**config.mk**
```make
export PLATFORM = sky130hd
export DESIGN_NAME = qlvid_capture_flat
export DESIGN_NICKNAME = d
export VERILOG_FILES = /design/src/rtl/qlvid_capture_if.sv /design/src/rtl/qlvid_capture.sv /design/src/flat_wrapper.sv
export SDC_FILE = /design/constraint.sdc
export NUM_CORES = 1
export LEC_CHECK = 0
export CAP_MARGIN = 30
export CORE_MARGIN = 8
export CORE_UTILIZATION = 60
export CTS_CLUSTER_DIAMETER = 150
export DETAILED_ROUTE_END_ITERATION = 10
export PLACE_DENSITY_LB_ADDON = 0.12
export SKIP_LAST_GASP = 1
export SLEW_MARGIN = 10
export SYNTH_ARGS = -nofsm -noshare
export SYNTH_HDL_FRONTEND = slang
export SYNTH_SLANG_ARGS = --single-unit
```
**constraint.sdc**
```tcl
create_clock -name clk -period 3.4 [get_ports clk]
set_input_delay 0.34 -clock clk [delete_from_list [all_inputs] [get_ports clk]]
set_output_delay 0.34 -clock clk [all_outputs]
set_load 0.1 [all_outputs]
```
**src/rtl/qlvid_capture_if.sv**
```systemverilog
// Video-RAM write port of the QL screen capture block.
// The capture block drives the request, address and data; the RAM answers with wr_ack.
interface qlvid_capture_if;
    logic        wr_req;
    logic [13:0] wr_addr;
    logic [15:0] wr_data;
    logic        wr_ack;

    modport master (output wr_req, output wr_addr, output wr_data, input wr_ack);
    modport slave  (input wr_req, input wr_addr, input wr_data, output wr_ack);
endinterface

```
**src/rtl/qlvid_capture.sv**
```systemverilog
// QL screen capture: packs a raster pixel stream into mode 4 / mode 8 screen words and writes them to video RAM.
// Optional macro QLCAP_CONTINUOUS_EN re-arms after every frame instead of returning to IDLE.
module qlvid_capture #(
    parameter int FIFO_DEPTH     = 4,
    parameter int LINES          = 256,
    parameter int WORDS_PER_LINE = 64
) (
    input  logic             clk,
    input  logic             reset,
    input  logic             start,
    input  logic             mode,
    input  logic             pix_valid,
    input  logic             pix_sof,
    input  logic             pix_sol,
    input  logic             pix_g,
    input  logic             pix_r,
    input  logic             pix_b,
    qlvid_capture_if.master  wr,
    output logic             busy,
    output logic             frame_done,
    output logic             overflow
);
    localparam int          PW        = $clog2(FIFO_DEPTH);
    localparam logic [13:0] LAST_ADDR = {8'(LINES - 1), 6'(WORDS_PER_LINE - 1)};

    typedef enum logic [1:0] {IDLE, ARMED, CAPTURE, DRAIN} state_t;

    state_t      state_r;
    logic        mode_r;
    logic [7:0]  line_r;
    logic [9:0]  px_r;
    logic [15:0] acc_r;
    logic        pend_valid_r;
    logic [15:0] pend_data_r;
    logic [13:0] pend_addr_r;
    logic [15:0] mem_data_r [FIFO_DEPTH];
    logic [13:0] mem_addr_r [FIFO_DEPTH];
    logic [PW-1:0] wr_ptr_r;
    logic [PW-1:0] rd_ptr_r;
    logic [PW:0] cnt_r;
    logic        req_r;
    logic        busy_r;
    logic        done_r;
    logic        ovf_r;

    logic        restart_s;
    logic        active_s;
    logic        take_s;
    logic        last_s;
    logic [9:0]  eff_px_s;
    logic [9:0]  px_limit_s;
    logic [7:0]  eff_line_s;
    logic        eff_mode_s;
    logic [5:0]  word_s;
    logic [15:0] acc_next_s;
    logic        pop_s;
    logic        full_s;
    logic        push_s;
    logic        drop_s;
    logic        last_word_s;
    logic [PW:0] cnt_next_s;

    // Bit contribution of one pixel at position i inside its word (mode 8 slots are two bits wide).
    function automatic logic [15:0] pix_bits(input logic m, input logic [2:0] i,
                                             input logic g, input logic r, input logic b);
        logic [15:0] w;
        w = 16'd0;
        if (m) begin
            w[4'd15 - {1'b0, i[1:0], 1'b0}] = g;
            w[4'd7  - {1'b0, i[1:0], 1'b0}] = r;
            w[4'd6  - {1'b0, i[1:0], 1'b0}] = b;
        end else begin
            w[4'd15 - {1'b0, i}] = g;
            w[4'd7  - {1'b0, i}] = r;
        end
        return w;
    endfunction

    assign pop_s       = req_r && wr.wr_ack;
    assign full_s      = (cnt_r == (PW + 1)'(FIFO_DEPTH));
    assign push_s      = pend_valid_r && (!full_s || pop_s);
    assign drop_s      = pend_valid_r && full_s && !pop_s;
    assign last_word_s = pend_valid_r && (pend_addr_r == LAST_ADDR);
    assign cnt_next_s  = cnt_r + (PW + 1)'(push_s) - (PW + 1)'(pop_s);

    // Resolve where the current pixel lands: frame/line restarts override the running position.
    always_comb begin
        restart_s  = 1'b0;
        active_s   = 1'b0;
        eff_px_s   = px_r;
        eff_line_s = line_r;
        eff_mode_s = mode_r;
        case (state_r)
            ARMED: begin
                if (pix_valid && pix_sof) begin
                    restart_s  = 1'b1;
                    active_s   = 1'b1;
                    eff_px_s   = 10'd0;
                    eff_line_s = 8'd0;
                    eff_mode_s = mode;
                end else begin
                    active_s = 1'b0;
                end
            end
            CAPTURE: begin
                if (pix_valid && !last_word_s) begin
                    active_s = 1'b1;
                    if (pix_sof) begin
                        restart_s  = 1'b1;
                        eff_px_s   = 10'd0;
                        eff_line_s = 8'd0;
                        eff_mode_s = mode;
                    end else if (pix_sol) begin
                        restart_s  = 1'b1;
                        eff_px_s   = 10'd0;
                        eff_line_s = line_r + 8'd1;
                    end else begin
                        restart_s = 1'b0;
                    end
                end else begin
                    active_s = 1'b0;
                end
            end
            default: active_s = 1'b0;
        endcase
        px_limit_s = eff_mode_s ? 10'd256 : 10'd512;
        take_s     = active_s && (eff_px_s < px_limit_s);
        word_s     = eff_mode_s ? eff_px_s[7:2] : eff_px_s[8:3];
        last_s     = eff_mode_s ? (eff_px_s[1:0] == 2'd3) : (eff_px_s[2:0] == 3'd7);
        acc_next_s = (restart_s ? 16'd0 : acc_r)
                   | pix_bits(eff_mode_s, eff_px_s[2:0], pix_g, pix_r, pix_b);
    end

    // Control FSM, packer, write FIFO and registered status outputs.
    always_ff @(posedge clk) begin
        if (reset) begin
            state_r      <= IDLE;
            mode_r       <= 1'b0;
            line_r       <= 8'd0;
            px_r         <= 10'd0;
            acc_r        <= 16'd0;
            pend_valid_r <= 1'b0;
            pend_data_r  <= 16'd0;
            pend_addr_r  <= 14'd0;
            wr_ptr_r     <= '0;
            rd_ptr_r     <= '0;
            cnt_r        <= '0;
            req_r        <= 1'b0;
            busy_r       <= 1'b0;
            done_r       <= 1'b0;
            ovf_r        <= 1'b0;
        end else begin
            done_r       <= 1'b0;
            pend_valid_r <= 1'b0;
            cnt_r        <= cnt_next_s;
            req_r        <= (cnt_next_s != '0);
            if (push_s) begin
                mem_data_r[wr_ptr_r] <= pend_data_r;
                mem_addr_r[wr_ptr_r] <= pend_addr_r;
                wr_ptr_r             <= wr_ptr_r + PW'(1);
            end
            if (pop_s) begin
                rd_ptr_r <= rd_ptr_r + PW'(1);
            end
            if (drop_s) begin
                ovf_r <= 1'b1;
            end
            if (take_s) begin
                mode_r <= eff_mode_s;
                line_r <= eff_line_s;
                px_r   <= eff_px_s + 10'd1;
                if (last_s) begin
                    pend_valid_r <= 1'b1;
                    pend_data_r  <= acc_next_s;
                    pend_addr_r  <= {eff_line_s, word_s};
                    acc_r        <= 16'd0;
                end else begin
                    acc_r <= acc_next_s;
                end
            end
            case (state_r)
                IDLE: begin
                    if (start) begin
                        state_r <= ARMED;
                        busy_r  <= 1'b1;
                        ovf_r   <= 1'b0;
                    end
                end
                ARMED: begin
                    if (restart_s) begin
                        state_r <= CAPTURE;
                    end
                end
                CAPTURE: begin
                    // Last word of the frame was pushed or dropped this cycle.
                    if (last_word_s) begin
                        state_r <= DRAIN;
                    end
                end
                DRAIN: begin
                    if ((cnt_r == '0) && !pend_valid_r) begin
                        done_r  <= 1'b1;
`ifdef QLCAP_CONTINUOUS_EN
                        state_r <= ARMED;
                        busy_r  <= 1'b1;
`else
                        state_r <= IDLE;
                        busy_r  <= 1'b0;
`endif
                    end
                end
                default: begin
                    state_r <= IDLE;
                    busy_r  <= 1'b0;
                end
            endcase
        end
    end

    assign wr.wr_req   = req_r;
    assign wr.wr_addr  = req_r ? mem_addr_r[rd_ptr_r] : 14'd0;
    assign wr.wr_data  = req_r ? mem_data_r[rd_ptr_r] : 16'd0;
    assign busy        = busy_r;
    assign frame_done  = done_r;
    assign overflow    = ovf_r;
endmodule

```
**src/flat_wrapper.sv**
```systemverilog
// flat-port wrapper written by rule: the top's interface ports become plain ports
module qlvid_capture_flat 
#(
    parameter int FIFO_DEPTH     = 4,
    parameter int LINES          = 256,
    parameter int WORDS_PER_LINE = 64
)
  (clk, reset, start, mode, pix_valid, pix_sof, pix_sol, pix_g, pix_r, pix_b, busy, frame_done, overflow, wr_wr_req, wr_wr_addr, wr_wr_data, wr_wr_ack);
  qlvid_capture_if wr_i ();
  input  logic clk;
  input  logic reset;
  input  logic start;
  input  logic mode;
  input  logic pix_valid;
  input  logic pix_sof;
  input  logic pix_sol;
  input  logic pix_g;
  input  logic pix_r;
  input  logic pix_b;
  output logic busy;
  output logic frame_done;
  output logic overflow;
  output wire logic [$bits(wr_i.wr_req)-1:0] wr_wr_req;
  output wire logic [$bits(wr_i.wr_addr)-1:0] wr_wr_addr;
  output wire logic [$bits(wr_i.wr_data)-1:0] wr_wr_data;
  input wire logic [$bits(wr_i.wr_ack)-1:0] wr_wr_ack;
  assign wr_wr_req = wr_i.wr_req;
  assign wr_wr_addr = wr_i.wr_addr;
  assign wr_wr_data = wr_i.wr_data;
  assign wr_i.wr_ack = wr_wr_ack;
  qlvid_capture #(.FIFO_DEPTH(FIFO_DEPTH), .LINES(LINES), .WORDS_PER_LINE(WORDS_PER_LINE)) u_core (.clk(clk), .reset(reset), .start(start), .mode(mode), .pix_valid(pix_valid), .pix_sof(pix_sof), .pix_sol(pix_sol), .pix_g(pix_g), .pix_r(pix_r), .pix_b(pix_b), .wr(wr_i), .busy(busy), .frame_done(frame_done), .overflow(overflow));
endmodule
```
==> results.txt <==
The flow ran to the end, and the final reports show no timing, DRC or antenna violations. From left edge to right edge, the die measures 137 µm. The run gives 20.4% as the global-route usage over all layers. STA puts the critical path data required time at 3.83 ns. The largest clock skew in the final design is 0.0164 ns. Including well taps, the total number of placed cells is 885. Registers are responsible for 35.8% of the overall power. In this run the post-CTS setup repair buffer count came out at 0.

The routed layout has 5,783 vias. The internal power of the cells is 0.00456 W. The dominant register cell in the synthesized netlist was edfxtp_1. The number of violations of the max-capacitance limit is 0, and the timing-limited maximum frequency is 326 MHz. The number of failing hold endpoints at the final stage came out at 0. In the layout the commonest cells are 120 x edfxtp_1, 80 x dfxtp_1, 52 x a21oi_1. At the pin with the least slew margin, the transition time is 0.984 ns. Summing the areas of all fa, ha and maj instances in the mapped netlist gives 2.37% of the synthesized area.

Measured against the total synthesized area, the mux share comes to 9.89%. The run gives 3.28 nW as the leakage component of the power. OpenSTA, run right after detailed placement, puts the worst setup slack at 0.188 ns.

Setup violations remaining at the end of the flow were counted as 0. During synthesis, Yosys emitted a total of 0 warnings. The highest net fanout along the worst path is 7, and the number of buffers inserted during clock tree synthesis is 21. The logs give 1,054 for the total of fill cells in the finished design and 18,900 µm for the sum of routed wire length over all layers.

The areal power density over the cells was 753 nW/µm²; the detailed placer's ending HPWL was 12,400 µm. Of the total synthesized cell area, the portion taken by AND, OR, NAND and NOR gates is 11.6%. Time the worst path needs with I/O delays and setup: 3.07 ns.

The wire length per cell came out at 20.5 µm. The number of enable-type register cells in the synthesized netlist was 120; the area used by sequential logic in the layout was 5230 µm². The clock share of power was 28.3%; the clock-pin slew on the worst setup and hold paths was 0.06 ns. The net switching share of the total power was 39.4%.

For this design the total switching power over the nets is 0.00297 W. TritonCTS built the clock tree. The number of nets in the synthesized netlist is 704. The number of max-slew violations in the final report came out at 0. Setup repair after global routing left no endpoint under its margin.

The mapped netlist covers 8760 µm². The clock reaches the later pin of the worst-skew pair after 0.49 ns. The arrival time reported for the critical path endpoint was 3.50 ns; the die outline height was 137 µm. The clock passes through at most 3 buffers. The final total negative setup slack is 0 ns. The number of gates resized after CTS was 0. The per-instance average area after synthesis works out to 12.9 µm².

The worst setup path is captured at a flip-flop. The main combinational cell family by area after synthesis was compound AO/OA/AOI/OAI gates. Standard cell with the maximum stage delay on the critical path: nor4b_4. The tools report the kind of launch point of the worst setup path as a flip-flop. After the flow finishes, the layout carries non-filler instances totaling 923. The sequential fraction of the synthesis area is 59.7%. The area share of xor/xnor cells in the synthesized design was 0.500%; the async set-reset flop share out of synthesis was 0%. The floorplan has 44 rows. The delay contributed by the slowest stage of the critical path works out to 0.48 ns. The detailed router's first-iteration violation count was 529; the share of power burned in combinational logic was 35.9%. Summing the areas of all compound-gate instances in the mapped netlist gives 13.1% of the synthesized area. The tools report the clock root buffer as clkbuf_16. The commonest non-fill, non-tap cell in the layout was edfxtp_1. The cell count after synthesis came out at 677. The type of the worst min-delay path was in2reg. Summing all multi-input logic gate instances after layout gives 3280 µm². After detailed routing, the number of remaining DRC violations is 0.

After synthesis the netlist holds a flip-flop and latch count of 201. 0 antenna diodes ended up in the layout. The sum of overflow across all layers after global routing is 0, and the pin count of the biggest net entering global routing is 44. The worst setup path is of the reg2reg kind. The run gives 201 as the clock net sink count. In the final layout, the share of cells above drive strength 1 is 19.9%.

The die covers 18,700 µm². The tools report the total of hold buffers inserted after clock tree synthesis as 0. The number of unique standard cell types used by synthesis was 69; the number of global-route vias before repair was 5,709. The design draws 0.00752 W.

The initial utilization of the core area, before any placement, comes to 60.7%. The area added between synthesis and finish is 14.1%. The run gives 14,400 µm² as the placeable core region. The post-route antenna net violation count is 0.

For the headroom to the max-slew limit, the log shows 34.2%. Dividing the detail-routed via count by the number of cells gives 6.27. The run gives 1 as the initial antenna violation count. The portion of the clock cycle consumed by the worst path in the final layout works out to 90.2%. For this run, the post-layout net count is 751. The worst-case setup margin in the final layout is 0.333 ns. In this run the count of I/O pins placed on the die edge is 45. VDD sags by at most 0.459 mV.

The first-pass iteration count of the detailed router is 5. The critical path goes through inv_1 -> ha_1 -> a21bo_2 -> nand2_1 -> a211o_2 -> and3_1 -> ha_1 -> inv_1 -> a21oi_1 -> nor4b_4 -> a32o_1. The first-pass GRT wire length is 30,100 µm. Input and output buffers added on the ports amount to 44. The last weighted congestion value of the routability-driven placer came out at 0.909.

The tightest hold margin came out at 0.418 ns. Number of H-tree levels: 1.
==> final timing paths <==
| check | startpoint | to | slack, ns | depth (start not counted) |
|---|---|---|---|---|
| hold reg to reg | u_core.acc_r[0] | u_core.acc_r[0] | 0.46 | 2 |
| setup reg to reg | u_core.state_r[1] | u_core.acc_r[10] | 0.33 | 11 |
| hold / removal | reset | u_core.acc_r[0] | 0.42 | 2 |
| setup / recovery | u_core.state_r[1] | u_core.acc_r[10] | 0.33 | 11 |
==> Yosys cell counts, types with 2 or more instances <==
cell type,number,area (µm²)
a21o_1,2,15.0
a311oi_1,5,43.8
and3_1,11,68.8
a32oi_1,5,43.8
and2_1,38,238
o22ai_2,2,25.0
buf_1,3,11.3
buf_6,2,22.5
buf_4,2,15.0
o311ai_0,2,17.5
nand2b_1,2,12.5
clkbuf_1,21,78.8
o21ai_0,25,125
nand2_1,25,93.8
a211oi_1,23,173
buf_2,11,55.1
nor2b_1,9,56.3
a22o_1,12,105
dfxtp_1,81,1620
a22oi_1,8,60.1
a32o_1,7,70.1
ha_1,15,188
a31oi_1,2,12.5
nand4_1,12,75.1
edfxtp_1,120,3600
nor2_1,47,176
nand3_1,11,55.1
a221oi_1,2,17.5
mux2_2,11,124
xnor2_1,2,17.5
xor2_1,3,26.3
inv_1,20,75.1
mux4_2,30,676
nand4b_1,4,35.0
or2_2,2,12.5
o2111ai_1,2,17.5
nor3_1,5,25.0
a21oi_1,52,260
nor2_2,3,18.8
nor4_1,4,25.0
a21oi_2,2,17.5
a41oi_1,2,17.5
mux2i_1,3,30.0
and4_1,2,17.5
==> power groups by stage <==
stage | combinational [W] | sequential [W] | clock, W
after floorplan | 0.00209 | 0.00278 | 0
after global placement | 0.00269 | 0.00274 | 0
after detailed placement | 0.00272 | 0.00275 | 0
after CTS | 0.00272 | 0.00269 | 0.00217
after global routing | 0.00284 | 0.00270 | 0.00226
final | 0.00270 | 0.00269 | 0.00213
==> critical path: cells and delay by family (launching register included) <==
kind | cells | cell delay [ns]
compound gates | 4 | 1.00
simple gates | 3 | 0.86
fa+ha+maj | 2 | 0.52
flops | 1 | 0.39
buf+inv | 2 | 0.26
==> area by class of cell <==
cell class / instances / share of cell area [%]
repair buffers: 63 / 5.38
clock inverters: 7 / 0.426
multi-input cells: 417 / 32.8
well taps: 184 / 2.30
flip-flops and latches: 201 / 52.3
clock buffers: 31 / 6.05
inverters: 20 / 0.751
==> stage by stage <==
stage	area (µm²)	util [%]
2_1_floorplan	8760	-
3_3_place_gp	9350	64.8
3_5_place_dp	9350	64.8
4_1_cts	9990	69.3
5_1_grt	9990	69.3
6_report	9990	69.3
==> logic make-up (layout without fill, tap and decap cells) <==
group                      after synthesis  in the layout
muxes                                   46             46
adders and majority gates               16             16
and+or+nand+nor                        184            184
AOI/OAI and AO/OA                      166            166
xor gates and xnor gates                 5              5
DFF                                    201            201
buffers and inverters                   59            121
==> routing by layer <==
metal / GRT usage (%) / vias up / share of wire [%]
met1: 28.3 / 2867 / 45
li1: - / 2701 / -
met5: 0 / - / 0
met4: 7.79 / 0 / 2.7
met3: 3.45 / 41 / 5.9
met2: 31.8 / 174 / 47
==> registers in the layout, summed over array words and instances (netlist names), named ones only <==
signal               flops
u_core.mode_r            1
u_core.pend_valid_r      1
u_core.mem_addr_r       56
u_core.rd_ptr_r          2
u_core.overflow          1
u_core.acc_r            16
u_core.px_r             10
u_core.cnt_r             3
u_core.line_r            8
u_core.wr.wr_req         1
u_core.pend_addr_r      14
u_core.mem_data_r       64
u_core.pend_data_r      16
u_core.wr_ptr_r          2
u_core.state_r           2
u_core.busy              1
u_core.frame_done        1
Power figures use the tool's default switching activity.
